**src/rtl/peak_result_framer_if.sv**
```systemverilog
// Bus bundle for the peak result framer: per-bin peak results and frame strobe in,
// 32-bit word stream (split into two 16-bit halves) with ready/valid handshake out.
interface peak_result_framer_if;
    logic        peak_valid_i;
    logic [31:0] peak_value_i;
    logic [9:0]  peak_addr_i;
    logic [4:0]  bin_index_i;
    logic [15:0] pulse_count_i;
    logic        frame_end_i;
    logic        ready_i;
    logic [15:0] y_hi_o;
    logic [15:0] y_lo_o;
    logic        word_valid_o;
    logic        busy_o;
    logic        overflow_o;

    modport slave (
        input  peak_valid_i, peak_value_i, peak_addr_i, bin_index_i,
        input  pulse_count_i, frame_end_i, ready_i,
        output y_hi_o, y_lo_o, word_valid_o, busy_o, overflow_o
    );

    modport master (
        output peak_valid_i, peak_value_i, peak_addr_i, bin_index_i,
        output pulse_count_i, frame_end_i, ready_i,
        input  y_hi_o, y_lo_o, word_valid_o, busy_o, overflow_o
    );
endinterface

```
**src/rtl/peak_result_framer.sv**
```systemverilog
// Collects per-range-bin peak results, then emits a framed word sequence
// (header, info, two words per bin, checksum trailer) over a ready/valid stream.
module peak_result_framer #(
    parameter int NOF_BINS = 16
) (
    input  logic                clk_i,
    input  logic                rst_i,
    peak_result_framer_if.slave bus
);

    localparam int         IDX_W    = (NOF_BINS > 1) ? $clog2(NOF_BINS) : 1;
    localparam logic [5:0] NB       = 6'(NOF_BINS);
    localparam logic [4:0] LAST_BIN = 5'(NOF_BINS - 1);

    typedef enum logic [2:0] {
        COLLECT,
        HEADER,
        INFO,
        BIN_A,
        BIN_B,
        TRAILER
    } state_t;

    state_t              state_q;
    logic [NOF_BINS-1:0] valid_q;
    logic [9:0]          addr_q  [NOF_BINS];
    logic [31:0]         value_q [NOF_BINS];
    logic [4:0]          bin_q;
    logic [15:0]         frame_cnt_q;
    logic [15:0]         pulse_q;
    logic [15:0]         chk_q;
    logic [31:0]         word_q;
    logic                word_valid_q;
    logic                busy_q;
    logic                overflow_q;

    logic [4:0]          popcount;
    logic [15:0]         chk_next;
    logic [4:0]          bin_next;
    logic [IDX_W-1:0]    wr_idx;
    logic [IDX_W-1:0]    rd_idx;
    logic [IDX_W-1:0]    rd_idx_next;
    logic                slot_in_range;

    always_comb begin
        popcount = '0;
        for (int i = 0; i < NOF_BINS; i++) begin
            popcount = popcount + 5'(valid_q[i]);
        end
    end

    // Checksum including the word currently on the bus, used as it is accepted.
    assign chk_next      = chk_q ^ word_q[31:16] ^ word_q[15:0];
    assign bin_next      = bin_q + 5'd1;
    assign wr_idx        = bus.bin_index_i[IDX_W-1:0];
    assign rd_idx        = bin_q[IDX_W-1:0];
    assign rd_idx_next   = bin_next[IDX_W-1:0];
    assign slot_in_range = ({1'b0, bus.bin_index_i} < NB);

    always_ff @(posedge clk_i or posedge rst_i) begin
        if (rst_i) begin
            state_q      <= COLLECT;
            valid_q      <= '0;
            for (int i = 0; i < NOF_BINS; i++) begin
                addr_q[i]  <= '0;
                value_q[i] <= '0;
            end
            bin_q        <= '0;
            frame_cnt_q  <= '0;
            pulse_q      <= '0;
            chk_q        <= '0;
            word_q       <= '0;
            word_valid_q <= 1'b0;
            busy_q       <= 1'b0;
            overflow_q   <= 1'b0;
        end else begin
            case (state_q)
                COLLECT: begin
                    if (bus.peak_valid_i) begin
                        if (slot_in_range) begin
                            valid_q[wr_idx] <= 1'b1;
                            addr_q[wr_idx]  <= bus.peak_addr_i;
                            value_q[wr_idx] <= bus.peak_value_i;
                        end else begin
                            overflow_q <= 1'b1;
                        end
                    end
                    if (bus.frame_end_i) begin
                        pulse_q      <= bus.pulse_count_i;
                        chk_q        <= '0;
                        word_q       <= {16'hA5A5, frame_cnt_q};
                        word_valid_q <= 1'b1;
                        busy_q       <= 1'b1;
                        state_q      <= HEADER;
                    end
                end
                default: begin
                    if (bus.peak_valid_i || bus.frame_end_i) begin
                        overflow_q <= 1'b1;
                    end
                    if (bus.ready_i) begin
                        chk_q <= chk_next;
                        case (state_q)
                            HEADER: begin
                                word_q  <= {pulse_q, 11'b0, popcount};
                                state_q <= INFO;
                            end
                            INFO: begin
                                bin_q   <= '0;
                                word_q  <= {valid_q[0], 5'd0, addr_q[0], 16'h0000};
                                state_q <= BIN_A;
                            end
                            BIN_A: begin
                                word_q  <= value_q[rd_idx];
                                state_q <= BIN_B;
                            end
                            BIN_B: begin
                                if (bin_q == LAST_BIN) begin
                                    word_q  <= {16'h5A5A, chk_next};
                                    state_q <= TRAILER;
                                end else begin
                                    bin_q   <= bin_next;
                                    word_q  <= {valid_q[rd_idx_next], bin_next,
                                                addr_q[rd_idx_next], 16'h0000};
                                    state_q <= BIN_A;
                                end
                            end
                            TRAILER: begin
                                // Frame handed off: start the next collection from empty slots.
                                valid_q <= '0;
                                for (int i = 0; i < NOF_BINS; i++) begin
                                    addr_q[i]  <= '0;
                                    value_q[i] <= '0;
                                end
                                frame_cnt_q  <= frame_cnt_q + 16'd1;
                                word_q       <= '0;
                                word_valid_q <= 1'b0;
                                busy_q       <= 1'b0;
                                state_q      <= COLLECT;
                            end
                            default: state_q <= COLLECT;
                        endcase
                    end
                end
            endcase
        end
    end

    assign bus.y_hi_o       = word_q[31:16];
    assign bus.y_lo_o       = word_q[15:0];
    assign bus.word_valid_o = word_valid_q;
    assign bus.busy_o       = busy_q;
    assign bus.overflow_o   = overflow_q;

endmodule

```
**src/flat_wrapper.sv**
```systemverilog
// flat-port wrapper written by rule: the top's interface ports become plain ports
module peak_result_framer_flat 
#(
    parameter int NOF_BINS = 16
)
  (clk_i, rst_i, bus_peak_valid_i, bus_peak_value_i, bus_peak_addr_i, bus_bin_index_i, bus_pulse_count_i, bus_frame_end_i, bus_ready_i, bus_y_hi_o, bus_y_lo_o, bus_word_valid_o, bus_busy_o, bus_overflow_o);
  peak_result_framer_if bus_i ();
  input  logic clk_i;
  input  logic rst_i;
  input wire logic [$bits(bus_i.peak_valid_i)-1:0] bus_peak_valid_i;
  input wire logic [$bits(bus_i.peak_value_i)-1:0] bus_peak_value_i;
  input wire logic [$bits(bus_i.peak_addr_i)-1:0] bus_peak_addr_i;
  input wire logic [$bits(bus_i.bin_index_i)-1:0] bus_bin_index_i;
  input wire logic [$bits(bus_i.pulse_count_i)-1:0] bus_pulse_count_i;
  input wire logic [$bits(bus_i.frame_end_i)-1:0] bus_frame_end_i;
  input wire logic [$bits(bus_i.ready_i)-1:0] bus_ready_i;
  output wire logic [$bits(bus_i.y_hi_o)-1:0] bus_y_hi_o;
  output wire logic [$bits(bus_i.y_lo_o)-1:0] bus_y_lo_o;
  output wire logic [$bits(bus_i.word_valid_o)-1:0] bus_word_valid_o;
  output wire logic [$bits(bus_i.busy_o)-1:0] bus_busy_o;
  output wire logic [$bits(bus_i.overflow_o)-1:0] bus_overflow_o;
  assign bus_i.peak_valid_i = bus_peak_valid_i;
  assign bus_i.peak_value_i = bus_peak_value_i;
  assign bus_i.peak_addr_i = bus_peak_addr_i;
  assign bus_i.bin_index_i = bus_bin_index_i;
  assign bus_i.pulse_count_i = bus_pulse_count_i;
  assign bus_i.frame_end_i = bus_frame_end_i;
  assign bus_i.ready_i = bus_ready_i;
  assign bus_y_hi_o = bus_i.y_hi_o;
  assign bus_y_lo_o = bus_i.y_lo_o;
  assign bus_word_valid_o = bus_i.word_valid_o;
  assign bus_busy_o = bus_i.busy_o;
  assign bus_overflow_o = bus_i.overflow_o;
  peak_result_framer #(.NOF_BINS(NOF_BINS)) u_core (.clk_i(clk_i), .rst_i(rst_i), .bus(bus_i));
endmodule
```
**config.mk**
```make
export PLATFORM = sky130hd
export DESIGN_NAME = peak_result_framer_flat
export DESIGN_NICKNAME = d
export VERILOG_FILES = /design/src/rtl/peak_result_framer_if.sv /design/src/rtl/peak_result_framer.sv /design/src/flat_wrapper.sv
export SDC_FILE = /design/constraint.sdc
export NUM_CORES = 2
export LEC_CHECK = 0
export ABC_AREA = 1
export CAP_MARGIN = 20
export CELL_PAD_IN_SITES_DETAIL_PLACEMENT = 1
export CELL_PAD_IN_SITES_GLOBAL_PLACEMENT = 1
export CORE_ASPECT_RATIO = 1.2
export CORE_UTILIZATION = 34
export CTS_BUF_LIST = sky130_fd_sc_hd__clkbuf_8
export DETAILED_ROUTE_END_ITERATION = 12
export PLACE_DENSITY_LB_ADDON = 0.1
export REMOVE_ABC_BUFFERS = 1
export SYNTH_ARGS = -nofsm -noshare
export SYNTH_HDL_FRONTEND = slang
export SYNTH_SLANG_ARGS = --single-unit
```
**constraint.sdc**
```tcl
create_clock -name clk_i -period 91.1 [get_ports clk_i]
set_clock_uncertainty 0.2 [all_clocks]
set_input_delay 22.775 -clock clk_i [delete_from_list [all_inputs] [get_ports clk_i]]
set_output_delay 22.775 -clock clk_i [all_outputs]
set_load 0.01 [all_outputs]
```
==> impl_metrics.json <==
{
  "fin_nets": 4351,
  "cts_max_level": 4,
  "power.density_mw_per_mm2": 37.0,
  "critPathCaptureType": "flop",
  "insertion_delay_ns": 0.87,
  "critPathRequiredTime_ns": 91.60,
  "worstMarginPinSlew_ns": 1.17,
  "yosys_most_used_dff": "dfrtp_1",
  "fin_util_pct": 38.9,
  "path_cells": "clkdlybuf4s50_1, inv_1, nor2_2, buf_4, inv_6, nand2_1, nand2_2, inv_2, nand3_4, nand2_2, buf_4, o22ai_1",
  "cts_buffers": 143,
  "yosys.cell_types.count": 34,
  "grt_remaining_overflow": 0,
  "synth_edf_count": 0,
  "holdWs_ns": 0.278,
  "cts_resized": 0,
  "max_stage_delay_ns": 0.85,
  "start_kind": "primary input",
  "hold_depth": 2,
  "dp_hpwl_mm": 83.4,
  "synthesis.area_mm2": 0.0365,
  "drt_wl_total_mm": 144,
  "hold_viol": 0,
  "grt_max_degree": 201,
  "gp_congestion": 0.817,
  "core-area_mm2": 0.106,
  "slew_headroom_pct": 21.8,
  "port_buffers": 102,
  "cts_setup_buffers": 0,
  "finalCriticalPeriod_ns": 26.81,
  "r2r_cells": 12,
  "crit_type": "primary input to flop",
  "clk_pin_slew_ns": 0.06,
  "rows": 131,
  "drc_errors": 10,
  "cts_tree": "done",
  "layout_commonest_cell": "dfrtp_1",
  "crit_fanout": 47,
  "vias": 31700,
  "ys_seq_area_share_pct": 53.4,
  "preCtsSetupSlack_ns": 63.42,
  "power_leakage_nw": 19.0,
  "violations": "design-rule violations",
  "async_flop_share_pct": 100,
  "mostFrequentLayoutCells": "dfrtp_1, nand2_1, inv_1",
  "drv_slew": 0,
  "antenna_found_initial": 3,
  "die-width_um": 301,
  "grt_setup_unrepaired": "false",
  "clock_sinks": 778,
  "grt_use_total_pct": 27.0,
  "wl_per_cell_um": 25.0,
  "ctsHoldBuffers": 0,
  "fmax_ghz": 0.0373,
  "cts-root-buf": "clkbuf_8",
  "min_from": "u_core.addr_q[96]$_DFFE_PP0P_",
  "clockBufferDepth": 3,
  "p_total_mw": 1.53,
  "ys_seq_elements": 778,
  "grt_pass1_wl_mm": 219,
  "ios": 103,
  "area_growth_pct": 13.4,
  "die_h_um": 361,
  "crit_arrival_ns": 27.32,
  "vdd_ir_drop_max_mv": 0.0200,
  "crit_start": "bus_ready_i",
  "vias_per_cell": 5.50,
  "hold_class": "flop to flop",
  "synth_area_per_cell_um2": 8.46,
  "first_pass_iters": 9,
  "grt_pass1_vias": 33000,
  "worstReg2RegStart": "u_core.bin_q[0]$_DFFE_PP0P_",
  "worst_path_max_delay_cell": "nand3_4",
  "netlist_instances": 4311,
  "start_util_pct": 34.3,
  "yosys_warnings": 0,
  "max_cap_viol_count": 0,
  "drt_iter0_drc": 2362,
  "dieArea_mm2": 0.109,
  "detail-route-antenna-nets": 0,
  "fin_setup_tns_ns": 0,
  "layout-drive-gt1-share_pct": 7.90,
  "status": "complete, but fails checks",
  "finalSetupViolations": 0,
  "setup_slack_ns": 64.29,
  "period_share_pct": 29.4
}
[metal layers]
layer  GRT usage (%)  part of all wire (%)  vias up
met1            36.0                    44    16300
met2            44.3                    48      728
li1                -                     -    14400
met5               0                     0        -
met3            3.70                   4.3      228
met4            10.3                   3.3        0
[report_power, final]
part | internal (mW) | leakage [nW] | switching, mW
registers | 0.463 | 10.4 | 0.0560
clock network | 0.173 | 1.62 | 0.158
logic | 0.217 | 6.97 | 0.462
total | 0.853 | 19.0 | 0.676
[critical path: cells and delay by family]
family	cells	cell delay, ns
AOI/OAI and AO/OA	1	0.15
buffers and inverters	6	2.32
and+or+nand+nor	5	1.95
[synthesized netlist by cell type, types with 8 or more instances]
cell | n | area (um^2)
nand3_1 | 505 | 2530
buf_1 | 25 | 93.8
o21ai_1 | 22 | 110
a21oi_1 | 189 | 946
o21ai_0 | 436 | 2180
clkbuf_1 | 261 | 980
or2_2 | 31 | 194
dfrtp_1 | 778 | 19500
buf_4 | 8 | 60.1
fa_1 | 10 | 200
nand4_1 | 8 | 50.1
inv_1 | 505 | 1900
ha_1 | 8 | 100
nor2_1 | 76 | 285
buf_2 | 64 | 320
nand2_1 | 774 | 2910
o211ai_1 | 128 | 961
o31ai_1 | 23 | 173
xor2_1 | 26 | 228
o22ai_1 | 378 | 2360
xnor2_1 | 22 | 193
[registers in the layout, summed over array words and instances (netlist names)]
name and count:
u_core.addr_q 160, u_core.bin_q 5, u_core.bus.overflow_o 1, u_core.bus.word_valid_o 1, u_core.chk_q 16, u_core.frame_cnt_q 16, u_core.pulse_q 16, u_core.state_q 3
u_core.valid_q 16, u_core.value_q 512, u_core.word_q 32
[layout make-up]
| cell class | instances | area, um^2 |
|---|---|---|
| inverter | 516 | 1950 |
| clock buffer | 172 | 2370 |
| sequential | 778 | 19500 |
| tap | 1396 | 1750 |
| timing repair buffer | 167 | 1610 |
| multi-input combinational | 2659 | 13800 |
| clock inverter | 76 | 377 |
| antenna | 4 | 10.0 |
| fill | 12500 | 65000 |
[worst paths after layout]
path,endpoint,slack (ns)
worst min register to register,u_core.addr_q[96]$_DFFE_PP0P_,0.28
min in group asynchronous,u_core.value_q[473]$_DFFE_PP0P_,22.27
max in group asynchronous,u_core.value_q[14]$_DFFE_PP0P_,64.57
worst max register to register,u_core.word_q[26]$_DFFE_PP0P_,86.21
worst max-delay path,u_core.value_q[453]$_DFFE_PP0P_,64.29
worst min-delay path,u_core.addr_q[96]$_DFFE_PP0P_,0.28
[kinds of logic after synthesis]
family / count (synthesis) / synth area share (%)
simple gates: 1407 / 16.6
compound gates: 1181 / 18.6
buf+inv: 874 / 9.30
flops: 778 / 53.4
xor+xnor: 48 / 1.15
fa+ha+maj: 18 / 0.824
mux: 5 / 0.154
[metrics by stage]
stage,area [um^2],cells
6_report,41300,5768
5_1_grt,41300,5765
2_1_floorplan,35000,3953
4_1_cts,41300,5762
3_3_place_gp,38500,5511
3_5_place_dp,38600,5514
Power figures use the tool's default switching activity.
